[config.mk]
export PLATFORM = sky130hd
export DESIGN_NAME = mem_access_unit
export DESIGN_NICKNAME = d
export VERILOG_FILES = /design/src/rtl/mau_pkg.sv /design/src/rtl/mau_align.sv /design/src/rtl/mem_access_unit.sv
export SDC_FILE = /design/constraint.sdc
export NUM_CORES = 1
export LEC_CHECK = 0
export CORE_AREA = 2 2 113 115
export CTS_BUF_LIST = sky130_fd_sc_hd__clkbuf_16
export DETAILED_ROUTE_END_ITERATION = 8
export DIE_AREA = 0 0 115 117
export PLACE_DENSITY = 0.89
export SLEW_MARGIN = 20
export SYNTH_ARGS = -nofsm -noshare
export SYNTH_HDL_FRONTEND = slang
export SYNTH_SLANG_ARGS = --single-unit
[constraint.sdc]
create_clock -name clk -period 2.2 [get_ports clk]
set_clock_uncertainty 0.1 [all_clocks]
set_input_delay 0.44 -clock clk [delete_from_list [all_inputs] [get_ports clk]]
set_output_delay 0.44 -clock clk [all_outputs]
set_load 0.005 [all_outputs]
[src/rtl/mau_pkg.sv]
// mau_pkg: shared type codes, FSM states and helpers for the memory access unit
package mau_pkg;

    typedef enum logic [2:0] {
        LT_LB  = 3'b000,
        LT_LH  = 3'b001,
        LT_LW  = 3'b010,
        LT_LBU = 3'b011,
        LT_LHU = 3'b100,
        LT_DEF = 3'b111
    } load_type_e;

    typedef enum logic [1:0] {
        ST_SB  = 2'b00,
        ST_SH  = 2'b01,
        ST_SW  = 2'b10,
        ST_DEF = 2'b11
    } store_type_e;

    typedef enum logic [1:0] {
        S_IDLE,
        S_REQ,
        S_WAIT,
        S_DONE
    } state_e;

    localparam logic [31:0] ZERO_32BIT = 32'h0000_0000;

    // True when the access size does not fit the low address bits
    function automatic logic mau_misaligned(input logic we, input logic [2:0] lt,
                                            input logic [1:0] st, input logic [1:0] lo);
        logic half, word;
        half = we ? (st == ST_SH) : (lt == LT_LH || lt == LT_LHU);
        word = we ? (st == ST_SW) : (lt == LT_LW);
        return (half & lo[0]) | (word & (lo != 2'b00));
    endfunction

endpackage

[src/rtl/mau_align.sv]
// mau_align: store lane steering and load byte/half extraction with extension
module mau_align
    import mau_pkg::*;
(
    input  logic        we_i,
    input  logic [1:0]  st_i,
    input  logic [1:0]  s_lo_i,
    input  logic [31:0] sd_i,
    output logic [3:0]  be_o,
    output logic [31:0] wdata_o,
    input  logic [2:0]  lt_i,
    input  logic [1:0]  l_lo_i,
    input  logic [31:0] rdata_i,
    output logic [31:0] ldata_o
);
    logic [7:0]  b;
    logic [15:0] h;

    // Byte enables and replicated write data; reads never enable lanes
    always_comb begin
        be_o    = !we_i           ? 4'b0000 :
                  st_i == ST_SB   ? 4'b0001 << s_lo_i :
                  st_i == ST_SH   ? (s_lo_i[1] ? 4'b1100 : 4'b0011) : 4'b1111;
        wdata_o = st_i == ST_SB ? {4{sd_i[7:0]}} :
                  st_i == ST_SH ? {2{sd_i[15:0]}} : sd_i;
    end

    // Pick the addressed byte/half out of the returned word and extend it
    always_comb begin
        b       = 8'(rdata_i >> {l_lo_i, 3'b000});
        h       = 16'(rdata_i >> {l_lo_i[1], 4'b0000});
        ldata_o = lt_i == LT_LB  ? {{24{b[7]}}, b} :
                  lt_i == LT_LBU ? {24'h0, b} :
                  lt_i == LT_LH  ? {{16{h[15]}}, h} :
                  lt_i == LT_LHU ? {16'h0, h} : rdata_i;
    end

endmodule

[src/rtl/mem_access_unit.sv]
// mem_access_unit: load/store FSM with dmem handshake; MAU_MISALIGN_TRAP_EN enables misalignment trapping
module mem_access_unit
    import mau_pkg::*;
(
    input  logic        clk,
    input  logic        rst,
    input  logic        ex_valid,
    input  logic        mem_read,
    input  logic        mem_write,
    input  logic [2:0]  mem_load_type,
    input  logic [1:0]  mem_store_type,
    input  logic [31:0] addr,
    input  logic [31:0] store_data,
    output logic        dmem_req,
    output logic        dmem_we,
    output logic [3:0]  dmem_be,
    output logic [31:0] dmem_addr,
    output logic [31:0] dmem_wdata,
    input  logic        dmem_gnt,
    input  logic        dmem_rvalid,
    input  logic [31:0] dmem_rdata,
    output logic        mem_stall,
    output logic        load_valid,
    output logic [31:0] load_data,
    output logic        misaligned
);
    state_e      state_q, state_d;
    logic        accept, trap, trap_q, we_q, req_q;
    logic [2:0]  lt_q;
    logic [3:0]  be_q, be_d;
    logic [31:0] addr_q, wdata_q, wdata_d, ld_q, ld_d;

    assign accept = ex_valid & (mem_write ? mem_store_type != ST_DEF
                                          : mem_read & (mem_load_type != LT_DEF));
`ifdef MAU_MISALIGN_TRAP_EN
    assign trap = mau_misaligned(mem_write, mem_load_type, mem_store_type, addr[1:0]);
`else
    assign trap = 1'b0;
`endif

    mau_align u_align (
        .we_i    (mem_write),
        .st_i    (mem_store_type),
        .s_lo_i  (addr[1:0]),
        .sd_i    (store_data),
        .be_o    (be_d),
        .wdata_o (wdata_d),
        .lt_i    (lt_q),
        .l_lo_i  (addr_q[1:0]),
        .rdata_i (dmem_rdata),
        .ldata_o (ld_d)
    );

    // Next state: trapped accesses skip the memory entirely
    always_comb begin
        state_d = state_q;
        case (state_q)
            S_IDLE:  state_d = accept ? (trap ? S_DONE : S_REQ) : S_IDLE;
            S_REQ:   state_d = dmem_gnt ? (we_q ? S_DONE : S_WAIT) : S_REQ;
            S_WAIT:  state_d = dmem_rvalid ? S_DONE : S_WAIT;
            default: state_d = S_IDLE;
        endcase
    end

    // State, latched request fields and registered load result
    always_ff @(posedge clk) begin
        if (rst) begin
            state_q <= S_IDLE;
            req_q   <= 1'b0;
            we_q    <= 1'b0;
            trap_q  <= 1'b0;
            lt_q    <= 3'b000;
            be_q    <= 4'b0000;
            addr_q  <= ZERO_32BIT;
            wdata_q <= ZERO_32BIT;
            ld_q    <= ZERO_32BIT;
        end else begin
            state_q <= state_d;
            req_q   <= state_d == S_REQ;
            if (state_q == S_IDLE && accept) begin
                we_q    <= mem_write;
                trap_q  <= trap;
                lt_q    <= mem_load_type;
                be_q    <= be_d;
                addr_q  <= addr;
                wdata_q <= wdata_d;
                if (trap) ld_q <= ZERO_32BIT;
            end
            if (state_q == S_WAIT && dmem_rvalid) ld_q <= ld_d;
        end
    end

    assign dmem_req   = req_q;
    assign dmem_we    = we_q;
    assign dmem_be    = be_q;
    assign dmem_addr  = {addr_q[31:2], 2'b00};
    assign dmem_wdata = wdata_q;
    assign load_data  = ld_q;
    assign load_valid = (state_q == S_DONE) & ~we_q;
    assign misaligned = (state_q == S_DONE) & trap_q;
    assign mem_stall  = (state_q == S_REQ) | (state_q == S_WAIT) | ((state_q == S_IDLE) & accept);

endmodule
==> metrics.txt <==
Cell variety after synth 40; Bufs on Longest Clock Path 2; shortest clock period the worst path allows after layout 2.12 ns; adder-cell share of the synthesized area 0.974%; Slew HR 58.9%; CP Launch Type input port; clk_lat worst skew 0.35 ns; area of the multi-input gates 2530 sq um; Worst Hold Class flop to flop; first-pass GRT wire length 24.4 mm; fmax 0.472 GHz; peak supply drop 0.497 mV; Synth Area in XOR/XNOR 0.316%; DP Worst Slack -0.332 ns; placed cell areas 7300 sq um; CP endpoint kind output pin; Overall Power 4820 uW; crit-path cells clkdlybuf4s50_1 > nand3_2 > o211ai_1 > nand2b_1 > clkdlybuf4s15_1; detailed placement HPWL 11.5 mm; Die Wd 115 microns; largest net degree at the start of global routing 57; post-synthesis compound-gate area fraction 21.3%; per-cell routed wire length 16.3 microns; DR pass1 iterations 5; CP required 1.66 ns; Clock Power Share 32.8%; root buffer cell clkbuf_16; largest family of logic cells by synthesized area compound AO/OA/AOI/OAI gates; Placed Cells 946; Sw Ratio 26.5%; Worst-path clk slew 0.06 ns; Slew @ Worst Pin 0.614 ns; Cells after Synth 631; largest fanout on the critical path 2; vias in the first global route 4959; total global routing overflow 0; post-synthesis instance area 5140 sq um; Initial Util 41.7%; dominant cell type by area after synthesis dfxtp_1; most frequent cells after synthesis nand2_1, dfxtp_1, a21oi_1; sw power 1280 uW; top-area cell type share of the netlist area 41.7%; floorplan row count 41; Final period util 96.4%; sequential share of power 44.2%; internal power 3540 uW; Area Overhead vs Synth 48.0%; Leak 0.00277 uW; status finished, final reports clean; final hold violation count 0; Routed Antenna Nets 0; clk sinks 107; Seq/Total Area, Yosys 41.7%; Buf+Inv Stages, Crit Path 2; Via density 5.36; Hold WS 0.352 ns; combinational share of power 23.1%; portion of netlist area occupied by mux cells 6.79%; H-tree levels 3; # nets final 920; DIE AREA 13500 sq um; MaxCap Viol Count 0; crit-path leading delay family buffers and inverters; CP max stage cell clkdlybuf4s50_1; Post-synth ARST share 0%; initial antenna violation count 1; routed wire length 15.7 mm; CP Class input port to output pin; fin cells 964; Starting DRT DRC Count 425; Crit path largest cell delay 0.49 ns; Primary FF master, synth dfxtp_1; synth warn 0; pwr/cell area 634 nW/um^2; share of cells above drive strength 1 9.59%; # DRC 0; synth top area cells dfxtp_1, nand2_1, a21oi_1; routed vias 5168; Port Buffers 209; FF+latch count, synth 107; FILL cells 1065; Setup Viol. Count Final 0; Mapped Avg Cell Area 8.15 sq um; Post-Synth Simple-Gate Area 19.4%; Post-synth EDFFs 0; TritonCTS buffer count 9; fin area 7600 sq um; GPL Wtd Cong 0.886; Final Max Tran Viols 0; total core area 12300 sq um; top-count cell post-synth nand2_1; hold-fix buffers at CTS 0; CP Data Arrival Time 1.58 ns; CTS tree done; Sequential Area 2140 sq um; Ports 213; overall track demand over capacity in global routing 23.1%; Setup WS post-layout 0.0802 ns; die height 117 microns
==> registers in the layout, summed over array words and instances, names as in the netlist <==
register and cells:
addr_q 32, dmem_be 4, dmem_req 1, dmem_wdata 32, dmem_we 1, load_data 32, lt_q 3, state_q 2
==> logic make-up after synthesis <==
logic type / after synthesis
AOI/OAI and AO/OA: 165
adders and majority gates: 4
DFF: 107
xor gates and xnor gates: 1
other: 1
buffers and inverters: 88
muxes: 26
and+or+nand+nor: 239
==> metal layers <==
layer	vias up	wire length [microns]	GRT usage [%]
met2	261	7600	39.5
li1	2499	-	-
met3	36	1430	7.21
met4	0	544	12.0
met1	2372	6120	26.1
met5	-	0	0
==> cell type report <==
type                            instances  share of cell area, %
Multi-Input combinational cell        438                   33.3
Timing Repair Buffer                  249                   32.1
Sequential cell                       107                   28.2
Clock buffer                            9                   2.96
Tap cell                              150                   2.47
Clock inverter                          7                  0.806
Inverter                                3                  0.148
Antenna cell                            1                 0.0329
==> cells in the final DEF (no fill, tap or decap), types with 2 or more instances in the layout <==
master / netlist / layout
conb_1: 1 / 3
o21ai_0: 27 / 27
a311oi_2: 9 / 9
a21o_1: 2 / 2
a211oi_1: 25 / 25
nor4bb_1: 8 / 8
nand3_1: 5 / 4
nor2b_1: 5 / 5
nor3_1: 2 / 2
o21bai_1: 7 / 7
clkinvlp_4: 0 / 2
inv_1: 3 / 4
a21oi_1: 62 / 62
o21ba_2: 2 / 2
buf_4: 33 / 37
clkdlybuf4s50_1: 0 / 205
clkbuf_16: 0 / 9
ha_1: 4 / 4
nor2_1: 48 / 48
dfxtp_1: 107 / 106
nand2b_1: 5 / 5
o211ai_1: 2 / 2
and2_1: 3 / 3
a31oi_1: 14 / 14
nor4_1: 2 / 2
mux2i_1: 18 / 18
mux4_2: 7 / 7
a311oi_1: 8 / 8
buf_12: 0 / 4
nand2_1: 159 / 159
==> metrics by stage <==
stage	setup TNS [ns]	utilization, %
5_1_grt	-0.00848	61.7
2_1_floorplan	0	-
3_5_place_dp	-13.50	59.3
6_report	0	61.8
4_1_cts	0	61.6
3_3_place_gp	-9.55	59.3
==> what timing repair did <==
item                       in CTS  in global routing
gates resized for setup         3                  4
setup endpoints to repair       1                  2
pin swaps                       0                  1
setup buffers                   0                  1
==> power by group through the flow <==
stage                     sequential (uW)  combinational (uW)  clock, uW
after global routing                 2140                1220       1680
final                                2130                1110       1580
after CTS                            2130                1110       1630
after floorplan                      2170                 524          0
after global placement               2170                1090          0
after detailed placement             2170                1100          0
==> worst min-delay path: stages, from the launching register on <==
cell	delay, ns
dfxtp_1	0.31
nand2_1	0.05
a21oi_1	0.05
==> path summary, 6_finish.rpt <==
path / from / end / slack (ns) / cells past startpoint
hold / removal: dmem_be[3] / dmem_be[3] / 0.35 / 2
setup reg to reg: state_q[1] / addr_q[3] / 0.18 / 8
setup / recovery: mem_load_type[0] / mem_stall / 0.08 / 5
hold reg to reg: dmem_be[3] / dmem_be[3] / 0.35 / 2
Note: power is estimated with default switching activity, not from simulation.
